## src/rtl/ctrl_bin_sched.sv

```systemverilog
// Bin scheduler: walks bins 0..N-1 through load/core/update, with global backtrack on conflicts.
// Optional core watchdog is compiled in by defining CTRL_BIN_SCHED_WDT_EN.
module ctrl_bin_sched #(
    parameter int WIDTH_BIN_ID = 10,
    parameter int WIDTH_LVL    = 16,
    parameter int WDT_CYCLES   = 65535
) (
    input  logic                    clk,
    input  logic                    rst,
    input  logic                    start_i,
    input  logic [WIDTH_BIN_ID-1:0] num_bins_i,
    output logic                    start_load_o,
    input  logic                    done_load_i,
    output logic                    start_core_o,
    input  logic                    done_core_i,
    input  logic                    core_sat_i,
    input  logic                    core_unsat_i,
    input  logic [WIDTH_BIN_ID-1:0] bkt_bin_num_i,
    input  logic [WIDTH_LVL-1:0]    bkt_lvl_i,
    output logic                    core_clr_o,
    output logic                    start_update_o,
    input  logic                    done_update_i,
    output logic                    apply_gbkt_o,
    input  logic                    done_gbkt_i,
    output logic [WIDTH_BIN_ID-1:0] cur_bin_num_o,
    output logic                    done_o,
    output logic                    global_sat_o,
    output logic                    global_unsat_o,
    output logic                    wdt_err_o
);

    typedef enum logic [2:0] {
        IDLE   = 3'd0,
        LOAD   = 3'd1,
        CORE   = 3'd2,
        UPDATE = 3'd3,
        NEXT   = 3'd4,
        GBKT   = 3'd5,
        SAT    = 3'd6,
        UNSAT  = 3'd7
    } state_t;

    state_t                  state_r;
    logic [WIDTH_BIN_ID-1:0] num_bins_r;
    logic [WIDTH_BIN_ID-1:0] bkt_bin_r;
    logic                    core_min_r;
    logic                    core_exit_s;
    logic                    last_bin_s;
    logic                    wdt_trip_s;

    // A stale sticky done must not end CORE before the core has seen its start pulse.
    assign core_exit_s = done_core_i && core_min_r && (core_sat_i || core_unsat_i);
    assign last_bin_s  = (cur_bin_num_o == (num_bins_r - WIDTH_BIN_ID'(1)));

`ifdef CTRL_BIN_SCHED_WDT_EN
    logic [31:0] wdt_cnt_r;

    // Watchdog counter: held at zero in LOAD so every CORE visit starts from zero
    always_ff @(posedge clk) begin
        if (!rst) begin
            wdt_cnt_r <= 32'd0;
        end else if (state_r == LOAD) begin
            wdt_cnt_r <= 32'd0;
        end else if (state_r == CORE) begin
            wdt_cnt_r <= wdt_cnt_r + 32'd1;
        end else begin
            wdt_cnt_r <= wdt_cnt_r;
        end
    end

    assign wdt_trip_s = (state_r == CORE) && (wdt_cnt_r == 32'(WDT_CYCLES)) && !done_core_i;
`else
    assign wdt_trip_s = 1'b0;
`endif

    // Scheduler FSM with registered request pulses and sticky completion flags
    always_ff @(posedge clk) begin
        if (!rst) begin
            state_r        <= IDLE;
            num_bins_r     <= WIDTH_BIN_ID'(0);
            bkt_bin_r      <= WIDTH_BIN_ID'(0);
            core_min_r     <= 1'b0;
            cur_bin_num_o  <= WIDTH_BIN_ID'(0);
            start_load_o   <= 1'b0;
            start_core_o   <= 1'b0;
            start_update_o <= 1'b0;
            apply_gbkt_o   <= 1'b0;
            core_clr_o     <= 1'b0;
            done_o         <= 1'b0;
            global_sat_o   <= 1'b0;
            global_unsat_o <= 1'b0;
            wdt_err_o      <= 1'b0;
        end else begin
            start_load_o   <= 1'b0;
            start_core_o   <= 1'b0;
            start_update_o <= 1'b0;
            apply_gbkt_o   <= 1'b0;
            core_clr_o     <= 1'b0;
            case (state_r)
                IDLE: begin
                    if (start_i) begin
                        num_bins_r     <= num_bins_i;
                        cur_bin_num_o  <= WIDTH_BIN_ID'(0);
                        done_o         <= 1'b0;
                        global_sat_o   <= 1'b0;
                        global_unsat_o <= 1'b0;
                        wdt_err_o      <= 1'b0;
                        start_load_o   <= 1'b1;
                        state_r        <= LOAD;
                    end else begin
                        state_r <= IDLE;
                    end
                end
                LOAD: begin
                    if (done_load_i) begin
                        core_min_r   <= 1'b0;
                        start_core_o <= 1'b1;
                        state_r      <= CORE;
                    end else begin
                        state_r <= LOAD;
                    end
                end
                CORE: begin
                    core_min_r <= 1'b1;
                    if (core_exit_s) begin
                        core_clr_o <= 1'b1;
                        if (core_sat_i) begin
                            start_update_o <= 1'b1;
                            state_r        <= UPDATE;
                        end else if (bkt_lvl_i == WIDTH_LVL'(0)) begin
                            state_r <= UNSAT;
                        end else begin
                            bkt_bin_r    <= bkt_bin_num_i;
                            apply_gbkt_o <= 1'b1;
                            state_r      <= GBKT;
                        end
                    end else if (wdt_trip_s) begin
                        core_clr_o <= 1'b1;
                        wdt_err_o  <= 1'b1;
                        done_o     <= 1'b1;
                        state_r    <= IDLE;
                    end else begin
                        state_r <= CORE;
                    end
                end
                UPDATE: begin
                    if (done_update_i) begin
                        state_r <= NEXT;
                    end else begin
                        state_r <= UPDATE;
                    end
                end
                NEXT: begin
                    if (last_bin_s) begin
                        state_r <= SAT;
                    end else begin
                        cur_bin_num_o <= cur_bin_num_o + WIDTH_BIN_ID'(1);
                        start_load_o  <= 1'b1;
                        state_r       <= LOAD;
                    end
                end
                GBKT: begin
                    if (done_gbkt_i) begin
                        cur_bin_num_o <= bkt_bin_r;
                        start_load_o  <= 1'b1;
                        state_r       <= LOAD;
                    end else begin
                        state_r <= GBKT;
                    end
                end
                SAT: begin
                    global_sat_o <= 1'b1;
                    done_o       <= 1'b1;
                    state_r      <= IDLE;
                end
                UNSAT: begin
                    global_unsat_o <= 1'b1;
                    done_o         <= 1'b1;
                    state_r        <= IDLE;
                end
                default: begin
                    state_r <= IDLE;
                end
            endcase
        end
    end

endmodule
```

## config.mk

```make
export PLATFORM = sky130hd
export DESIGN_NAME = ctrl_bin_sched
export DESIGN_NICKNAME = d
export VERILOG_FILES = /design/src/rtl/ctrl_bin_sched.sv
export SDC_FILE = /design/constraint.sdc
export NUM_CORES = 1
export LEC_CHECK = 0
export CAP_MARGIN = 20
export CORE_ASPECT_RATIO = 1.1
export CORE_UTILIZATION = 63
export DETAILED_ROUTE_END_ITERATION = 8
export DONT_BUFFER_PORTS = 1
export GPL_ROUTABILITY_DRIVEN = 0
export PLACE_DENSITY = 0.88
export SLEW_MARGIN = 10
export SYNTH_ARGS = -nofsm -noshare
export SYNTH_HDL_FRONTEND = slang
export SYNTH_SLANG_ARGS = --single-unit
```

## constraint.sdc

```tcl
create_clock -name clk -period 2.6 [get_ports clk]
set_clock_uncertainty 0.1 [all_clocks]
set_input_delay 0.13 -clock clk [delete_from_list [all_inputs] [get_ports clk]]
set_output_delay 0.13 -clock clk [all_outputs]
set_load 0.01 [all_outputs]
```

# Word level (Yosys, flattened, before mapping)
# Cells that the tools add are included.
[word_totals] ff_bits=42 in_bits=45 output_inout_bits=19 wordCells=81
[op_classes] n_addsub=2 eq_ne=12 mux=27 n_bitwise=5 reduce_logical=22
[ops] op="2-to-1 mux 10 bit" n=3
[ops] op="case mux 10 bit (3 select lines)" n=1
[ops] op="case mux 3 bit (7 select lines)" n=1
[ops] op="logical NOT 16 bit" n=1
[ops] op="2-to-1 mux 3 bit" n=5
[ops] op="AND reduction 2 bit" n=7
[ops] op="== test 3 bit (second input constant)" n=4
[ops] op="adder 10 x 1 -> 10 bit (second input constant)" n=1
[ops] op="== test 10 bit" n=1
[ops] op="2-to-1 mux 1 bit" n=10
[ops] op="subtractor 10 x 1 -> 10 bit (second input constant)" n=1
[ops] op="!= test 2 bit (second input constant)" n=4
[ops] op="case mux 1 bit (2 select lines)" n=4
[ops] op="AND reduction 4 bit" n=2
[ops] op="nonzero test 2 bit" n=4
[ops] op="== test 3 x 2 -> 1 bit (second input constant)" n=2
[ops] op="inverter 1 bit" n=5
[ops] op="2-to-1 mux 2 bit" n=2
[ops] op="OR reduction 4 bit" n=1
[ops] op="== test 3 x 1 -> 1 bit (second input constant)" n=1
[ops] op="logical NOT 3 bit" n=1
[ops] op="case mux 1 bit (3 select lines)" n=1
[ops] op="AND reduction 3 bit" n=1
[ops] op="nonzero test 3 bit" n=1
[ops] op="3 further kinds" n=4

# Longest topological paths before layout
# Gate-level depths: netlist of the first run.
[logic_depth] depth_word=5 ltp_mapped=12 mapped_depth_nobuf=9

# Worst setup path after synthesis of the first run
# No wires, ideal clock.
[synth_path] path_type="flip-flop to flip-flop" start="register num_bins_r[0]" end="register cur_bin_num_o[0]" setup_time_ns=0.072 arrival_ns=2.159 t_required_ns=2.428 path_slack_ns=0.270 path_stages_with_launch=12 n_path_buf=3 synth_period_minus_slack_ns=2.330 cell_sequence="dfxtp_1 clkbuf_1 inv_1 ha_1 buf_2 a21o_1 a2111oi_2 nand4_1 o21ai_2 a21o_2 buf_6 mux2i_1"
[synth_via] elab_chain_cells=4
[synth_rtl] element="start: declaration" line_no="44" rtl="logic [WIDTH_BIN_ID-1:0] num_bins_r;"
[synth_rtl] element="start signal: assignment" line_no="102" rtl="num_bins_r <= num_bins_i;"
[synth_rtl] element="subtractor 10 x 1 -> 10 bit" line_no="53" rtl="assign last_bin_s = (cur_bin_num_o == (num_bins_r - WIDTH_BIN_ID'(1)));"
[synth_rtl] element="== test 10 bit" line_no="53"
[synth_rtl] element="!= test 2 bit (no source line)"
[synth_rtl] element="AND reduction 4 bit (no source line)"
[synth_rtl] element="end signal: assignment" line_no="157" rtl="cur_bin_num_o <= cur_bin_num_o + WIDTH_BIN_ID'(1);"
[synth_rtl] element="end signal: assignment" line_no="164" rtl="cur_bin_num_o <= bkt_bin_r;"
[synth_rtl] element="end: declaration" line_no="25" rtl="output logic [WIDTH_BIN_ID-1:0] cur_bin_num_o,"
# Every way passes these cells.
# A chain may end at the register's enable or synchronous reset.

# Worst setup path in the final report of the first run
[layout_path] start="register num_bins_r[0]" end="register cur_bin_num_o[7]"
# The elaborated chain is that of the path after synthesis.

==> qor.yml, run 1 <==
worst_setup_path:
  endpoint_kind: "flip-flop"
  path_class: "flip-flop to flip-flop"
  cp_max_fo: 11
  reg2reg_depth: 9
  cp.required_ns: 2.80
  crit_arrival_ns: 2.64
  start_kind: "flip-flop"
synth:
  synth_cell_types: 51
  synth_most_common_cell: "nand2_1"
  synth_warnings: 0
  ys_seq_area_frac: 0.364
  synth.cell_area_um2: 2310
  synth_top_area_frac: 0.364
  ys_ff_latch: 42
  async_flop_share: 0
  synth_common_cells: "nand2_1, dfxtp_1, nor2_1"
  synthTopCellsByArea: "dfxtp_1, nand2_1, mux2i_1"
  synthesis.instances: 294
  synth_largest_area_cell: "dfxtp_1"
  synth_fp_nets: 341
  synth_edf_count: 0
  avgSynthCellArea_um2: 7.85
  synth_ff_type: "dfxtp_1"
timing:
  max_slew_margin: 0.478
  fin_crit_ns: 2.43
  hold_viol: 0
  holdWs_ns: 0.0422
  period_share: 0.936
  drv_slew: 0
  setup_viol: 0
  tightest_slew_ns: 0.780
  fmax_mhz: 411
  fin_ws_ns: 0.166
final_layout:
  fin_util: 0.789
  antenna_cells: 0
  regArea_um2: 841
  nets: 366
  drive_above_1_share: 0.0906
  multi_input_area_um2: 1370
  syn2layout_area_growth_pct: 16.7
  stdcell_area_um2: 2690
  fillers: 250
route:
  vias_per_cell: 6.15
  first_pass_iters: 6
  drc: 0
  postRouteAntennaNets: 0
  num_vias: 2263
  avgRoutedWirePerCell_um: 16.3
  first_iter_violations: 175
  finalWirelength_mm: 6.00
global_route:
  grt_pass1_wl_mm: 9.14
  grt_overflow: 0
  grt_usage: 0.314
  grt_max_degree: 29
  grt_pass1_vias: 2040
  antenna_found_initial: 0
flow_run:
  cap_violations: 0
pwr:
  ir_worst_vdd_mv: 0.443
  power_density_nw_per_um2: 454
  power_leakage_nw: 1.07
  power_mw: 1.22
run_status:
  status: "finished clean"
clocking:
  cts_sinks: 42
  post_cts_buffers: 0
  numCtsBuffers: 5
  clk_latency_ns: 0.36
  clk_path_buf_depth: 2
  cts_tree: "done"
  cts.reportedPaths.clkPinSlew_ns: 0.13
  h-tree-depth: 2
  cts_root_buf: "clkbuf_4"
floorplanning:
  ios: 64
  rows: 22
  fp.dieArea_um2: 3910
  die_w_um: 59.7
  die_y_um: 65.5
  start_util: 0.676
  fp.coreArea_um2: 3410
placed_design:
  numPortBuffers: 0
  dpl_worst_slack_ns: 0.114
  placed_area_um2: 2370
  post-dp-hpwl_mm: 3.75
hold_path:
  hold_class: "primary input to flip-flop"
  holdPathStages: 2
## sequential cells by signal (all words and copies together) (netlist names)
| signal | flops |
|---|---|
| core_min_r | 1 |
| apply_gbkt_o | 1 |
| start_load_o | 1 |
| bkt_bin_r | 10 |
| core_clr_o | 1 |
| global_unsat_o | 1 |
| cur_bin_num_o | 10 |
| start_core_o | 1 |
| num_bins_r | 10 |
| global_sat_o | 1 |
| done_o | 1 |
| start_update_o | 1 |
| state_r | 3 |
## per-layer routing
metal / track usage / vias up / wire length [um]
met3: 0.0728 / 20 / 426
met1: 0.358 / 1058 / 2390
met2: 0.528 / 106 / 3000
li1: - / 1079 / -
met4: 0.174 / 0 / 190
met5: 0 / - / 0
## layout make-up
type,count,share of cell area
clock inverter,2,0.00464
inverter,6,0.00836
multi-input combinational,228,0.510
tap,48,0.0223
clock buffer,6,0.0190
sequential,42,0.312
timing repair buffer,36,0.124
## where the power goes
| part | leakage [nW] | switching (mW) | internal (mW) |
|---|---|---|---|
| Combinational | 0.700 | 0.0984 | 0.0942 |
| Clock | 0.0343 | 0.221 | 0.130 |
| Sequential | 0.340 | 0.0236 | 0.657 |
| Total | 1.07 | 0.343 | 0.881 |
## stage by stage
| step | setup TNS (ns) | instances |
|---|---|---|
| detailed placement | 0 | 335 |
| global placement | 0 | 335 |
| global route | -0.00356 | 368 |
| finish | 0 | 368 |
| floorplan | 0 | 294 |
| CTS | 0 | 368 |
## worst paths after layout
kind	from	endpoint	slack (ns)
setup / recovery	num_bins_r[0]	cur_bin_num_o[7]	0.17
hold / removal	rst	bkt_bin_r[9]	0.04
setup reg to reg	num_bins_r[0]	cur_bin_num_o[7]	0.17
hold reg to reg	num_bins_r[9]	num_bins_r[9]	0.38
## critical path, stage by stage, from the launching register on
cell	delay (ns)
dfxtp_1	0.40
inv_1	0.09
ha_2	0.27
inv_1	0.08
or3_1	0.31
nor4b_1	0.31
nor3_1	0.15
o21ai_2	0.22
a21o_4	0.26
o221a_2	0.21
## cells in the final DEF (no fill, tap or decap), types with 2 or more instances in the layout
master / netlist / routed
and3_1: 5 / 5
and2_1: 2 / 2
dfxtp_1: 42 / 42
nand4_1: 4 / 4
nor2b_1: 6 / 6
clkbuf_4: 0 / 5
a31oi_1: 3 / 3
nand2b_1: 6 / 6
nor4_1: 4 / 4
a211oi_1: 3 / 3
or3_1: 2 / 2
a21o_1: 2 / 2
xnor2_1: 11 / 11
o221a_2: 2 / 2
nor3_1: 10 / 10
a21oi_1: 20 / 20
o21bai_1: 2 / 2
o32ai_1: 4 / 4
nand3_1: 6 / 6
inv_1: 5 / 5
xor2_1: 5 / 5
buf_4: 1 / 11
mux2i_1: 16 / 16
nand2_1: 56 / 56
nor2_1: 23 / 23
o21ai_0: 13 / 13
dlygate4sd3_1: 0 / 25
## kinds of logic (layout without fill, tap and decap cells)
group                    count (synthesis)  count (layout)  synth area share
buffers and inverters                   24              50            0.0444
AND/OR/NAND/NOR                        131             131             0.272
adder cells (fa/ha/maj)                  2               2            0.0108
AO/OA/AOI/OAI                           62              62             0.177
flip-flops                              42              42             0.364
XOR/XNOR                                16              16            0.0607
other                                    1               1           0.00162
multiplexers                            16              16            0.0694
## repair_timing
item / CTS / global route
setup endpoints to repair: 0 / 11
hold buffers: 25 / 0
gates resized for setup: 0 / 2
hold endpoints to repair: 38 / 0
Power figures use the tool's default switching activity.
==> run 2, diff against run 1 <==
--- a/config.mk
+++ b/config.mk
@@ -7,11 +7,11 @@
 export LEC_CHECK = 0
 export CAP_MARGIN = 20
 export CORE_ASPECT_RATIO = 1.1
-export CORE_UTILIZATION = 63
+export CORE_UTILIZATION = 67
 export DETAILED_ROUTE_END_ITERATION = 8
 export DONT_BUFFER_PORTS = 1
 export GPL_ROUTABILITY_DRIVEN = 0
-export PLACE_DENSITY = 0.88
+export PLACE_DENSITY = 0.92
 export SLEW_MARGIN = 10
 export SYNTH_ARGS = -nofsm -noshare
 export SYNTH_HDL_FRONTEND = slang
==> constraint.sdc (replaced) <==
create_clock -name clk -period 2.8 [get_ports clk]
set_clock_uncertainty 0.1 [all_clocks]
set_input_delay 0.14 -clock clk [delete_from_list [all_inputs] [get_ports clk]]
set_output_delay 0.14 -clock clk [all_outputs]
set_load 0.01 [all_outputs]
==> qor.yml, run 2 (synthesized netlist as in run 1, its figures left out) <==
timing:
  fmax_mhz: 384
  tns_ns: 0
  tightest_slew_ns: 0.795
  fin_crit_ns: 2.61
  max_slew_margin: 0.468
  period_share: 0.931
  hold_viol: 0
  holdWs_ns: 0.0310
  rsz0062_at_grt: "no"
  setup_viol: 0
  fin_ws_ns: 0.194
  drv_slew: 0
floorplanning:
  start_util: 0.699
  die_y_um: 63.6
  die_w_um: 58.0
  fp.dieArea_um2: 3680
  rows: 22
  ios: 64
  fp.coreArea_um2: 3300
worst_setup_path:
  start_kind: "flip-flop"
  crit_arrival_ns: 2.79
  cpPeakStageDelay_ns: 0.52
  worstPathCellList: "inv_1 > ha_1 > xnor2_1 > o2bb2ai_1 > o32ai_1 > nand4_1 > o21ai_2 > a21o_4 > mux2i_1"
  endpoint_kind: "flip-flop"
  cp.required_ns: 2.98
  path_class: "flip-flop to flip-flop"
  cp_max_fo: 11
  reg2reg_depth: 9
  cpMaxStageDelayCell: "dfxtp_1"
global_route:
  grt_pass1_vias: 2079
  antenna_found_initial: 0
  grt_max_degree: 29
  grt_usage: 0.338
  grt_overflow: 0
  grt_pass1_wl_mm: 9.60
pwr:
  power_density_nw_per_um2: 454
  power_mw: 1.20
  ir_worst_vdd_mv: 0.316
  power_leakage_nw: 1.05
final_layout:
  fin_cells: 350
  fin_util: 0.800
  top_regs: "bkt_bin_r (10), cur_bin_num_o (10), num_bins_r (10)"
  stdcell_area_um2: 2640
  final_cell_mix: "nand2_1, dfxtp_1, dlygate4sd3_1, nor2_1, a21oi_1"
  fillers: 231
  drive_above_1_share: 0.0637
  antenna_cells: 0
  layout_commonest_cell: "nand2_1"
  nets: 360
  syn2layout_area_growth_pct: 14.5
hold_path:
  holdPathStages: 2
  hold_class: "primary input to flip-flop"
route:
  met1_length_mm: 2.40
  first_pass_iters: 7
  wl_met2_mm: 3.01
  vias_per_cell: 6.53
  finalWirelength_mm: 6.11
  first_iter_violations: 178
  drc: 5
  avgRoutedWirePerCell_um: 17.4
  wl_met3_um: 507
  top_layer_used: "met4"
  postRouteAntennaNets: 0
  num_vias: 2287
placed_design:
  placed_area_um2: 2310
  dpl_worst_slack_ns: 0.287
  numPortBuffers: 0
  dp.cells: 317
  post-dp-hpwl_mm: 3.83
clocking:
  h-tree-depth: 2
  clk_latency_ns: 0.36
  numCtsBuffers: 5
  cts.reportedPaths.clkPinSlew_ns: 0.12
  clk_path_buf_depth: 2
  cts_tree: "done"
  cts_sinks: 42
  cts_root_buf: "clkbuf_4"
run_status:
  status: "finished, violations left"
  failed_checks: "DRC"
flow_run:
  cap_violations: 0
## run 2: changes by cell type in the layout (fill, tap and decap cells not counted), sizes merged
| cell | change |
|---|---|
| buf | -6 |
| bufinv | +1 |
| clkbuf | +1 |
| clkinv | -1 |
| clkinvlp | -1 |
## run 2: final timing paths
check	start	end	slack, ns
setup / recovery	num_bins_r[0]	cur_bin_num_o[9]	0.19
hold reg to reg	num_bins_r[9]	num_bins_r[9]	0.38
setup reg to reg	num_bins_r[0]	cur_bin_num_o[9]	0.19
hold / removal	rst	bkt_bin_r[4]	0.03
## run 2: timing repair
action,4_1_cts,5_1_grt
endpoints found under the setup margin,0,11
buffers inserted,0,0
hold endpoints to repair,38,0
gates resized for setup,0,1
hold buffers,25,0
## run 2: metal layers
metal | up-vias | track usage
met2 | 134 | 0.553
met3 | 21 | 0.0719
met5 | - | 0
met4 | 0 | 0.161
met1 | 1069 | 0.414
li1 | 1063 | -
## run 2: layout make-up
class,instances,area [um^2],area share
clock inverters,1,30.0,0.0114
well taps,36,45.0,0.0170
clock buffers,7,45.0,0.0170
repair buffers,30,288,0.109
flip-flops and latches,42,841,0.318
multi-input cells,228,1370,0.519
inverters,6,22.5,0.00852
## run 2: report_power, final
part	switching [mW]	internal, mW
Clock	0.197	0.189
Combinational	0.0942	0.0847
Sequential	0.0247	0.610
## run 2: worst max-delay path: cells and delay by family (launching register included)
kind	cells	cell delay, ns
AO/OA/AOI/OAI	4	0.87
XOR/XNOR	1	0.18
adder cells (fa/ha/maj)	1	0.34
buffers and inverters	1	0.10
flip-flops	1	0.52
multiplexers	1	0.22
AND/OR/NAND/NOR	1	0.20
==> run 3, diff against run 2 <==
--- a/config.mk
+++ b/config.mk
@@ -11,6 +11,7 @@
 export DETAILED_ROUTE_END_ITERATION = 8
 export DONT_BUFFER_PORTS = 1
 export GPL_ROUTABILITY_DRIVEN = 0
+export HOLD_SLACK_MARGIN = 0.15
 export PLACE_DENSITY = 0.92
 export SLEW_MARGIN = 10
 export SYNTH_ARGS = -nofsm -noshare
==> constraint.sdc (replaced) <==
create_clock -name clk -period 3.2 [get_ports clk]
set_clock_uncertainty 0.1 [all_clocks]
set_input_delay 0.16 -clock clk [delete_from_list [all_inputs] [get_ports clk]]
set_output_delay 0.16 -clock clk [all_outputs]
set_load 0.01 [all_outputs]
==> qor.yml, run 3 (synthesized netlist as in run 1, its figures left out) <==
run_status:
  status: "finished, violations left"
  failed_checks: "DRC"
clocking:
  cts.reportedPaths.clkPinSlew_ns: 0.13
  h-tree-depth: 2
  post_cts_buffers: 0
  cts_sinks: 42
  clk_path_buf_depth: 2
  cts_tree: "done"
  numCtsBuffers: 5
  cts_root_buf: "clkbuf_4"
  cts_resized: 0
  clk_latency_ns: 0.35
  ctsHoldBuffers: 33
worst_setup_path:
  cp_max_fo: 9
  cp.required_ns: 3.39
  crit_arrival_ns: 3.06
  reg2reg_depth: 9
  start_kind: "flip-flop"
  endpoint_kind: "flip-flop"
  path_class: "flip-flop to flip-flop"
floorplanning:
  fp.dieArea_um2: 3680
  die_w_um: 58.0
  start_util: 0.699
  rows: 22
  ios: 64
  die_y_um: 63.6
  fp.coreArea_um2: 3300
final_layout:
  top_regs: "bkt_bin_r (10), cur_bin_num_o (10), num_bins_r (10)"
  nets: 366
  regArea_um2: 841
  fin_util: 0.813
  fillers: 213
  final_cell_mix: "nand2_1, dfxtp_1, dlygate4sd3_1, nor2_1, a21oi_1"
  multi_input_area_um2: 1370
  stdcell_area_um2: 2690
  drive_above_1_share: 0.0625
  layout_commonest_cell: "nand2_1"
  antenna_cells: 0
  syn2layout_area_growth_pct: 16.3
pwr:
  ir_worst_vdd_mv: 0.456
  power_frac_clock: 0.271
  netSwitchingFraction: 0.287
  power_density_nw_per_um2: 365
  power_mw: 0.980
  switchingPower_mw: 0.281
  power_leakage_nw: 1.08
  intPower_mw: 0.699
  p_seq_frac: 0.566
  p_comb_frac: 0.164
timing:
  tightest_slew_ns: 0.831
  drv_slew: 0
  tns_ns: 0
  rsz0062_at_grt: "no"
  fin_crit_ns: 2.87
  setup_viol: 0
  hold_viol: 0
  max_slew_margin: 0.444
  fmax_mhz: 348
  period_share: 0.897
placed_design:
  post-dp-hpwl_mm: 3.70
  numPortBuffers: 0
  placed_area_um2: 2300
route:
  finalWirelength_mm: 5.85
  first_pass_iters: 9
  avgRoutedWirePerCell_um: 16.4
  postRouteAntennaNets: 0
  first_iter_violations: 183
  num_vias: 2282
  vias_per_cell: 6.41
  drc: 3
global_route:
  grt_pass1_wl_mm: 9.45
  grt_max_degree: 29
  grt_overflow: 0
  grt_pass1_vias: 2039
  antenna_found_initial: 0
  grt_usage: 0.333
hold_path:
  holdPathStages: 4
  hold_class: "primary input to flip-flop"
flow_run:
  cap_violations: 0
## run 3: final cells by class
class                           count  area share
Multi-Input combinational cell    228       0.508
Sequential cell                    42       0.313
Timing Repair Buffer               36       0.131
Tap cell                           36      0.0168
Clock buffer                        5      0.0140
Inverter                            6     0.00839
Clock inverter                      3     0.00792
## run 3: worst paths after layout
| path | startpoint | end | slack, ns |
|---|---|---|---|
| hold / removal | done_update_i | state_r[0] | 0.17 |
| hold reg to reg | num_bins_r[6] | num_bins_r[6] | 0.42 |
| setup reg to reg | num_bins_r[0] | state_r[2] | 0.33 |
| setup / recovery | num_bins_r[0] | state_r[2] | 0.33 |
## run 3: worst max-delay path, stage by stage, from the launching register on
cell and delay, ns:
dfxtp_1 0.50, inv_1 0.09, ha_1 0.31, a21o_1 0.21, a2111oi_2 0.32, nand4_1 0.19
nor2_1 0.25, nand2_1 0.11, a31oi_1 0.16, dlygate4sd3_1 0.57
## run 3: layer usage
layer  vias up  global-route usage  routed length, um
met2       122               0.504               2860
met1      1055               0.434               2370
met3        28              0.0862                413
met5         -                   0                  0
li1       1077                   -                  -
met4         0               0.161                208
## run 3: power by group through the flow
stage	Sequential [mW]	Clock, mW	Combinational, mW
global route	0.557	0.300	0.175
global placement	0.565	0	0.114
CTS	0.553	0.265	0.156
detailed placement	0.565	0	0.118
finish	0.555	0.266	0.160
floorplan	0.555	0	0.115
## run 3: metrics by stage
stage          setup WS [ns]  hold WS (ns)  std cells
3_3_place_gp           0.829         0.186        315
3_5_place_dp           0.687         0.188        315
6_report               0.329         0.174        356
5_1_grt                0.106         0.174        356
2_1_floorplan          0.870         0.196        294
4_1_cts                0.432         0.169        356
